## config.mk

```make
export PLATFORM = sky130hd
export DESIGN_NAME = ex_stage
export DESIGN_NICKNAME = d
export VERILOG_FILES = /design/src/rtl/ex_stage.sv
export SDC_FILE = /design/constraint.sdc
export NUM_CORES = 1
export LEC_CHECK = 0
export CAP_MARGIN = 20
export CORE_AREA = 2 2 189 191
export DETAILED_ROUTE_END_ITERATION = 16
export DIE_AREA = 0 0 191 193
export PLACE_DENSITY = 0.65
export SLEW_MARGIN = 40
export SYNTH_ARGS = -nofsm -noshare
export SYNTH_HDL_FRONTEND = slang
export SYNTH_SLANG_ARGS = --single-unit
export TNS_END_PERCENT = 1
```

## constraint.sdc

```tcl
create_clock -name clk -period 5.6 [get_ports clk]
set_input_delay 1.12 -clock clk [delete_from_list [all_inputs] [get_ports clk]]
set_output_delay 1.12 -clock clk [all_outputs]
set_load 0.01 [all_outputs]
```

## src/rtl/ex_stage.sv

```systemverilog
// RV32 execute stage: single-cycle ALU plus optional iterative RV32M unit.
// Define EX_MD_EN to build the multiply/divide FSM; otherwise codes 16-23 return 0.
module ex_stage #(
   parameter int CTRL_W  = 5,
   parameter int ALUOP_W = 5
) (
   input  logic               clk,
   input  logic               reset,
   input  logic               valid_ex,
   input  logic               flush,
   input  logic [CTRL_W-1:0]  ctrl_ex,
   input  logic [ALUOP_W-1:0] alu_op,
   input  logic [31:0]        op_a,
   input  logic [31:0]        op_b,
   input  logic [31:0]        store_data,
   input  logic [31:0]        pc4_ex,
   input  logic [31:0]        rd_ex,
   output logic               stall_ex,
   output logic               valid_mem,
   output logic [CTRL_W-1:0]  ctrl_mem,
   output logic [31:0]        rd_mem,
   output logic [31:0]        pc4_mem,
   output logic [31:0]        alu_result,
   output logic [31:0]        write_data1
);

   localparam logic [ALUOP_W-1:0] OP_ADD   = ALUOP_W'(0);
   localparam logic [ALUOP_W-1:0] OP_SUB   = ALUOP_W'(1);
   localparam logic [ALUOP_W-1:0] OP_SLL   = ALUOP_W'(2);
   localparam logic [ALUOP_W-1:0] OP_SLT   = ALUOP_W'(3);
   localparam logic [ALUOP_W-1:0] OP_SLTU  = ALUOP_W'(4);
   localparam logic [ALUOP_W-1:0] OP_XOR   = ALUOP_W'(5);
   localparam logic [ALUOP_W-1:0] OP_SRL   = ALUOP_W'(6);
   localparam logic [ALUOP_W-1:0] OP_SRA   = ALUOP_W'(7);
   localparam logic [ALUOP_W-1:0] OP_OR    = ALUOP_W'(8);
   localparam logic [ALUOP_W-1:0] OP_AND   = ALUOP_W'(9);
   localparam logic [ALUOP_W-1:0] OP_PASSB = ALUOP_W'(10);

   logic [4:0]  shamt;
   logic [31:0] alu_res, ex_result;

   assign shamt = op_b[4:0];

   always_comb begin
      alu_res = '0;
      case (alu_op)
         OP_ADD:   alu_res = op_a + op_b;
         OP_SUB:   alu_res = op_a - op_b;
         OP_SLL:   alu_res = op_a << shamt;
         OP_SLT:   alu_res = {31'b0, $signed(op_a) < $signed(op_b)};
         OP_SLTU:  alu_res = {31'b0, op_a < op_b};
         OP_XOR:   alu_res = op_a ^ op_b;
         OP_SRL:   alu_res = op_a >> shamt;
         OP_SRA:   alu_res = $unsigned($signed(op_a) >>> shamt);
         OP_OR:    alu_res = op_a | op_b;
         OP_AND:   alu_res = op_a & op_b;
         OP_PASSB: alu_res = op_b;
         default:  alu_res = '0;
      endcase
   end

`ifdef EX_MD_EN
   localparam logic [ALUOP_W-1:0] OP_MUL    = ALUOP_W'(16);
   localparam logic [ALUOP_W-1:0] OP_MULH   = ALUOP_W'(17);
   localparam logic [ALUOP_W-1:0] OP_MULHSU = ALUOP_W'(18);
   localparam logic [ALUOP_W-1:0] OP_DIV    = ALUOP_W'(20);
   localparam logic [ALUOP_W-1:0] OP_REM    = ALUOP_W'(22);
   localparam logic [ALUOP_W-1:0] OP_REMU   = ALUOP_W'(23);

   typedef enum logic [1:0] {IDLE, BUSY, DONE} state_t;
   state_t state, state_nx;

   // p holds {acc, multiplier} for mul and {remainder, quotient} for div
   logic [63:0] p, p_step, prod;
   logic [31:0] b_r, abs_a, abs_b, md_res;
   logic [32:0] mul_sum, div_sh, div_df;
   logic [2:0]  op_r;
   logic [4:0]  cnt;
   logic        neg_r, md_op, is_div, is_rem, sgn_a, sgn_b;
   logic        div_zero, div_ovf, md_start, div_ge;

   assign md_op    = (alu_op >= OP_MUL) && (alu_op <= OP_REMU);
   assign is_div   = alu_op[2];
   assign is_rem   = alu_op[2] & alu_op[1];
   assign sgn_a    = op_a[31] & (alu_op == OP_MULH || alu_op == OP_MULHSU ||
                                 alu_op == OP_DIV  || alu_op == OP_REM);
   assign sgn_b    = op_b[31] & (alu_op == OP_MULH || alu_op == OP_DIV || alu_op == OP_REM);
   assign abs_a    = sgn_a ? -op_a : op_a;
   assign abs_b    = sgn_b ? -op_b : op_b;
   assign div_zero = is_div && (op_b == 32'd0);
   assign div_ovf  = (alu_op == OP_DIV || alu_op == OP_REM) &&
                     (op_a == 32'h8000_0000) && (op_b == 32'hFFFF_FFFF);
   assign md_start = valid_ex & md_op & ~flush;
   assign stall_ex = valid_ex & md_op & ~flush & (state != DONE);

   assign mul_sum = {1'b0, p[63:32]} + (p[0] ? {1'b0, b_r} : 33'd0);
   assign div_sh  = {p[63:32], p[31]};
   assign div_ge  = div_sh >= {1'b0, b_r};
   assign div_df  = div_sh - {1'b0, b_r};
   assign p_step  = op_r[2] ? {(div_ge ? div_df[31:0] : div_sh[31:0]), p[30:0], div_ge}
                            : {mul_sum, p[31:1]};

   always_comb begin
      state_nx = state;
      if (flush) state_nx = IDLE;
      else begin
         case (state)
            IDLE:    if (md_start) state_nx = (div_zero || div_ovf) ? DONE : BUSY;
            BUSY:    if (cnt == 5'd31) state_nx = DONE;
            DONE:    state_nx = IDLE;
            default: state_nx = IDLE;
         endcase
      end
   end

   always_ff @(posedge clk) begin
      if (reset) state <= IDLE;
      else       state <= state_nx;
   end

   // Special cases preload the final answer with neg_r=0 so DONE needs no extra path
   always_ff @(posedge clk) begin
      if (reset) begin
         p     <= '0;
         b_r   <= '0;
         op_r  <= '0;
         neg_r <= 1'b0;
         cnt   <= '0;
      end else if (state == IDLE && md_start) begin
         op_r <= alu_op[2:0];
         cnt  <= '0;
         if (div_zero) begin
            p     <= {op_a, 32'hFFFF_FFFF};
            neg_r <= 1'b0;
         end else if (div_ovf) begin
            p     <= {32'h0, 32'h8000_0000};
            neg_r <= 1'b0;
         end else begin
            p     <= {32'h0, abs_a};
            b_r   <= abs_b;
            neg_r <= is_rem ? sgn_a : (sgn_a ^ sgn_b);
         end
      end else if (state == BUSY) begin
         p   <= p_step;
         cnt <= cnt + 5'd1;
      end
   end

   assign prod = neg_r ? -p : p;

   always_comb begin
      md_res = '0;
      case (op_r)
         3'd0:       md_res = prod[31:0];
         3'd4, 3'd5: md_res = prod[31:0];
         3'd6, 3'd7: md_res = neg_r ? -p[63:32] : p[63:32];
         default:    md_res = prod[63:32];
      endcase
   end

   assign ex_result = md_op ? md_res : alu_res;
`else
   assign stall_ex  = 1'b0;
   assign ex_result = alu_res;
`endif

   always_ff @(posedge clk) begin
      if (reset) begin
         valid_mem   <= 1'b0;
         ctrl_mem    <= '0;
         rd_mem      <= '0;
         pc4_mem     <= '0;
         alu_result  <= '0;
         write_data1 <= '0;
      end else if (valid_ex && !stall_ex && !flush) begin
         valid_mem   <= 1'b1;
         ctrl_mem    <= ctrl_ex;
         rd_mem      <= rd_ex;
         pc4_mem     <= pc4_ex;
         alu_result  <= ex_result;
         write_data1 <= store_data;
      end else begin
         valid_mem <= 1'b0;
         ctrl_mem  <= '0;
      end
   end

endmodule

```

==> results.txt <==
----------------------------------------------------
[Run status]
  Run status ... completed

[STA]
  Measured slew at the worst slew-check pin ... between 800 and 900 ps
  Min Clock Period, post-route ... about 4700 ps
  RSZ-0062 raised after global routing ... no
  Max transition margin ... 0.425
  Setup-violating endpoint count in the final report ... 0
  Hold violation count in the final report ... 0
  Max Fclk ... 211 MHz
  Total negative slack for setup checks ... 0 ps
  Max-slew violation count ... 0
  Period utilisation layout ... 0.848
  Post-Route Skew ... 0 ps

[Floorplan]
  Initial core utilization ... 0.394
  Full die area ... about 37000 sq um
  Count of pins on the block boundary ... between 300 and 400
  Row count ... slightly below 70
  CORE AREA ... between 30000 and 40000 sq um
  Die height ... 193 um
  Die width ... ~190 um

[Routing]
  Post-route ant nets ... 0
  Vias per cell ... about 6.3
  Number of search-and-repair iterations in the first detailed-routing pass ... 8
  Vias after detailed routing ... 16836
  Total detailed-routing wirelength ... 73400 um
  Post-detailed-route DRC marker count ... 0
  Initial DRC count ... around 2200
  Routed length per placed instance ... around 28 um

[Clock tree]
  Number of buffers between clock root and the deepest sink ... 2
  Clock slew at the register clock pins of the worst setup and hold paths ... 80 ps
  Total number of H-tree levels ... 4
  Post-CTS sizing ... 0
  # hold bufs at CTS ... 0
  Library cell used as clock root buffer ... sky130_fd_sc_hd__clkbuf_16
  TritonCTS clock tree ... built
  Post-CTS repair timing setup buffer count ... 0
  Number of buffers created by CTS ... 17
  TritonCTS sink count ... roughly 130
  Latest clock arrival within the worst-skew pair ... around 440 ps

[Logic synthesis]
  Proportion of synthesized chip area in sequential cells ... 0.195
  Async SR Flop Fraction ... 0
  Yosys Warn Count ... 0
  Unique masters post-synth ... between 70 and 80
  Number of synthesized register bits ... between 100 and 150
  Area of the mapped netlist ... roughly 14000 sq um
  Most frequent cell after synthesis ... sky130_fd_sc_hd__nand2_1
  Syn_area_per_cell ... 7.10 sq um
  Biggest area consumer among synthesized cells ... sky130_fd_sc_hd__dfxtp_1
  Leading post-synthesis cells by instance count ... sky130_fd_sc_hd__nand2_1 (336), sky130_fd_sc_hd__a21oi_1 (209), sky130_fd_sc_hd__nor2_1 (152)
  Post-Syn Instances ... between 1500 and 2000
  Fraction of synthesized cell area taken by the top area cell type ... 0.195
  Number of synthesized flops with an enable pin ... 0
  Syn nets ... ~2200
  Dominant register cell in the synthesized netlist ... sky130_fd_sc_hd__dfxtp_1
  Cells taking the most area after synthesis ... sky130_fd_sc_hd__dfxtp_1 (19%), sky130_fd_sc_hd__nand2_1 (9.2%), sky130_fd_sc_hd__ha_1 (8.8%)

[Finish]
  Design area ... between 15000 and 20000 sq um
  Share of cells above drive strength 1 ... 0.0903
  Antenna diode count ... 0
  Synthesis-to-finish area growth ... 31.1%
  Final nets ... between 2000 and 2500

[GRT]
  Maximum number of pins on one net before global-route repair ... between 90 and 100
  Via count of the first global-routing pass ... approximately 15000
  Total GRT Usage ... 0.384
  Number of antenna violations at the first check in global routing ... 1
  Total gr overflow ... 0
  First-pass GRT wire length ... a little over 100000 um

[Power and ir drop]
  VDD IR-drop max ... between 0.0002 and 0.00025 V
  Power density cells ... slightly below 200 nW/um^2
  P_leak ... 7.02 nW

[Hold path]
  Worst Hold Class ... register to register

[Place]
  RD Place Congestion ... approximately 1.0
  Placed cell areas ... ~17000 sq um
  IO buf count ... 307
  Post-DP HPWL ... around 57000 um

[Setup path]
  CP delay by family, top ... compound AO/OA/AOI/OAI gates
  Worst endpoint data arrival time ... slightly above 5000 ps
  Category of the critical setup timing path ... primary input to register
  Required time at the endpoint of the critical path ... between 5000 and 6000 ps
  Critical path startpoint category ... primary input
  Worst stage delay on the critical path ... about 530 ps
  Crit-path cells ... clkdlybuf4s50_1 > buf_4 > inv_1 > ha_1 > nor2_1 > o311ai_0 > buf_4 > a211oi_1 > o21ai_0 > a221o_1 > a2111oi_0 > o21ai_0
  Critical path buffers and inverters ... 4
  Cell with the largest stage delay on the worst path ... sky130_fd_sc_hd__a2111oi_0
  Critical path fanouts, max ... 9
  Kind of end point of the critical path ... register

[Flow run]
  Number of max-capacitance violations reported ... 0

----------------------------------------------------
layer usage:
metal | wire [um] | track usage | vias to the layer above
met5 | 13 | 0 | -
met4 | 2330 | 0.121 | 2
met3 | 9150 | 0.123 | 141
met2 | 31500 | 0.563 | 1021
met1 | 30400 | 0.533 | 8103
li1 | - | - | 7569
worst register-to-register path: stages (launching register included):
cell                        delay, ps
sky130_fd_sc_hd__dfxtp_1          310
sky130_fd_sc_hd__nand2_1          120
sky130_fd_sc_hd__o2111ai_1        280
sky130_fd_sc_hd__a21oi_1          250
sky130_fd_sc_hd__nand2_1           80
sky130_fd_sc_hd__a211oi_1         710
sky130_fd_sc_hd__a221oi_1         160
placed cells by master (no fill, tap or decap), types with 21 or more instances in the layout:
cell / n
sky130_fd_sc_hd__nor3_1: 43
sky130_fd_sc_hd__clkdlybuf4s50_1: 302
sky130_fd_sc_hd__buf_4: 79
sky130_fd_sc_hd__a21oi_1: 209
sky130_fd_sc_hd__o21ai_0: 102
sky130_fd_sc_hd__o211ai_1: 31
sky130_fd_sc_hd__mux4_2: 21
sky130_fd_sc_hd__a211oi_1: 36
sky130_fd_sc_hd__mux2i_1: 58
sky130_fd_sc_hd__nand2_1: 336
sky130_fd_sc_hd__inv_1: 96
sky130_fd_sc_hd__nor2_1: 150
sky130_fd_sc_hd__mux2_2: 38
sky130_fd_sc_hd__ha_1: 97
sky130_fd_sc_hd__a221oi_1: 33
sky130_fd_sc_hd__nand3_1: 31
sky130_fd_sc_hd__dfxtp_1: 134
sky130_fd_sc_hd__and2_1: 22
cell type report:
class	instances	area (sq um)
Inverter	98	368
Timing Repair Buffer	387	3680
Fill cell	3526	16900
Multi-Input combinational cell	1553	10100
Clock buffer	17	425
Clock inverter	15	204
Sequential cell	134	2680
Tap cell	461	577
power by group:
group | switching [mW] | internal (mW) | total (mW)
Clock | 0.570 | 0.686 | 1.26
Combinational | 0.807 | 0.512 | 1.32
Sequential | 0.0176 | 0.989 | 1.01
Total | 1.39 | 2.19 | 3.58
through the flow:
step | std cells | hold slack [ps] | utilization | setup slack (ps) | power [mW]
2_1_floorplan | 1937 | 481 | - | 1250 | 1.73
6_report | 2665 | 454 | 0.516 | 851 | 3.58
3_3_place_gp | 2633 | 434 | 0.497 | 576 | 2.29
5_1_grt | 2665 | 467 | 0.516 | 735 | 3.70
4_1_cts | 2665 | 454 | 0.516 | 1110 | 3.55
3_5_place_dp | 2633 | 446 | 0.498 | 645 | 2.30
kinds of logic after synthesis:
| kind of cell | after synthesis | share of synthesized area |
|---|---|---|
| buffers and inverters | 250 | 0.0735 |
| other | 1 | 0.000273 |
| AND/OR/NAND/NOR | 702 | 0.228 |
| adder cells (fa/ha/maj) | 99 | 0.0911 |
| XOR/XNOR | 7 | 0.00446 |
| flip-flops | 134 | 0.195 |
| multiplexers | 117 | 0.108 |
| AO/OA/AOI/OAI | 627 | 0.300 |
path summary, 6_finish.rpt:
path                  start              to  slack [ps]  depth (start not counted)
max                 op_a[5]  alu_result[16]         850                         12
min              pc4_mem[4]      pc4_mem[4]         450                          2
max reg2reg  alu_result[22]  alu_result[22]        3530                          6
min reg2reg      pc4_mem[4]      pc4_mem[4]         450                          2
state kept, by name, summed over array words and instances (netlist names):
name / cells
pc4_mem: 32
rd_mem: 32
ctrl_mem: 5
write_data1: 32
valid_mem: 1
alu_result: 32
Note: power is estimated with default switching activity, not from simulation.
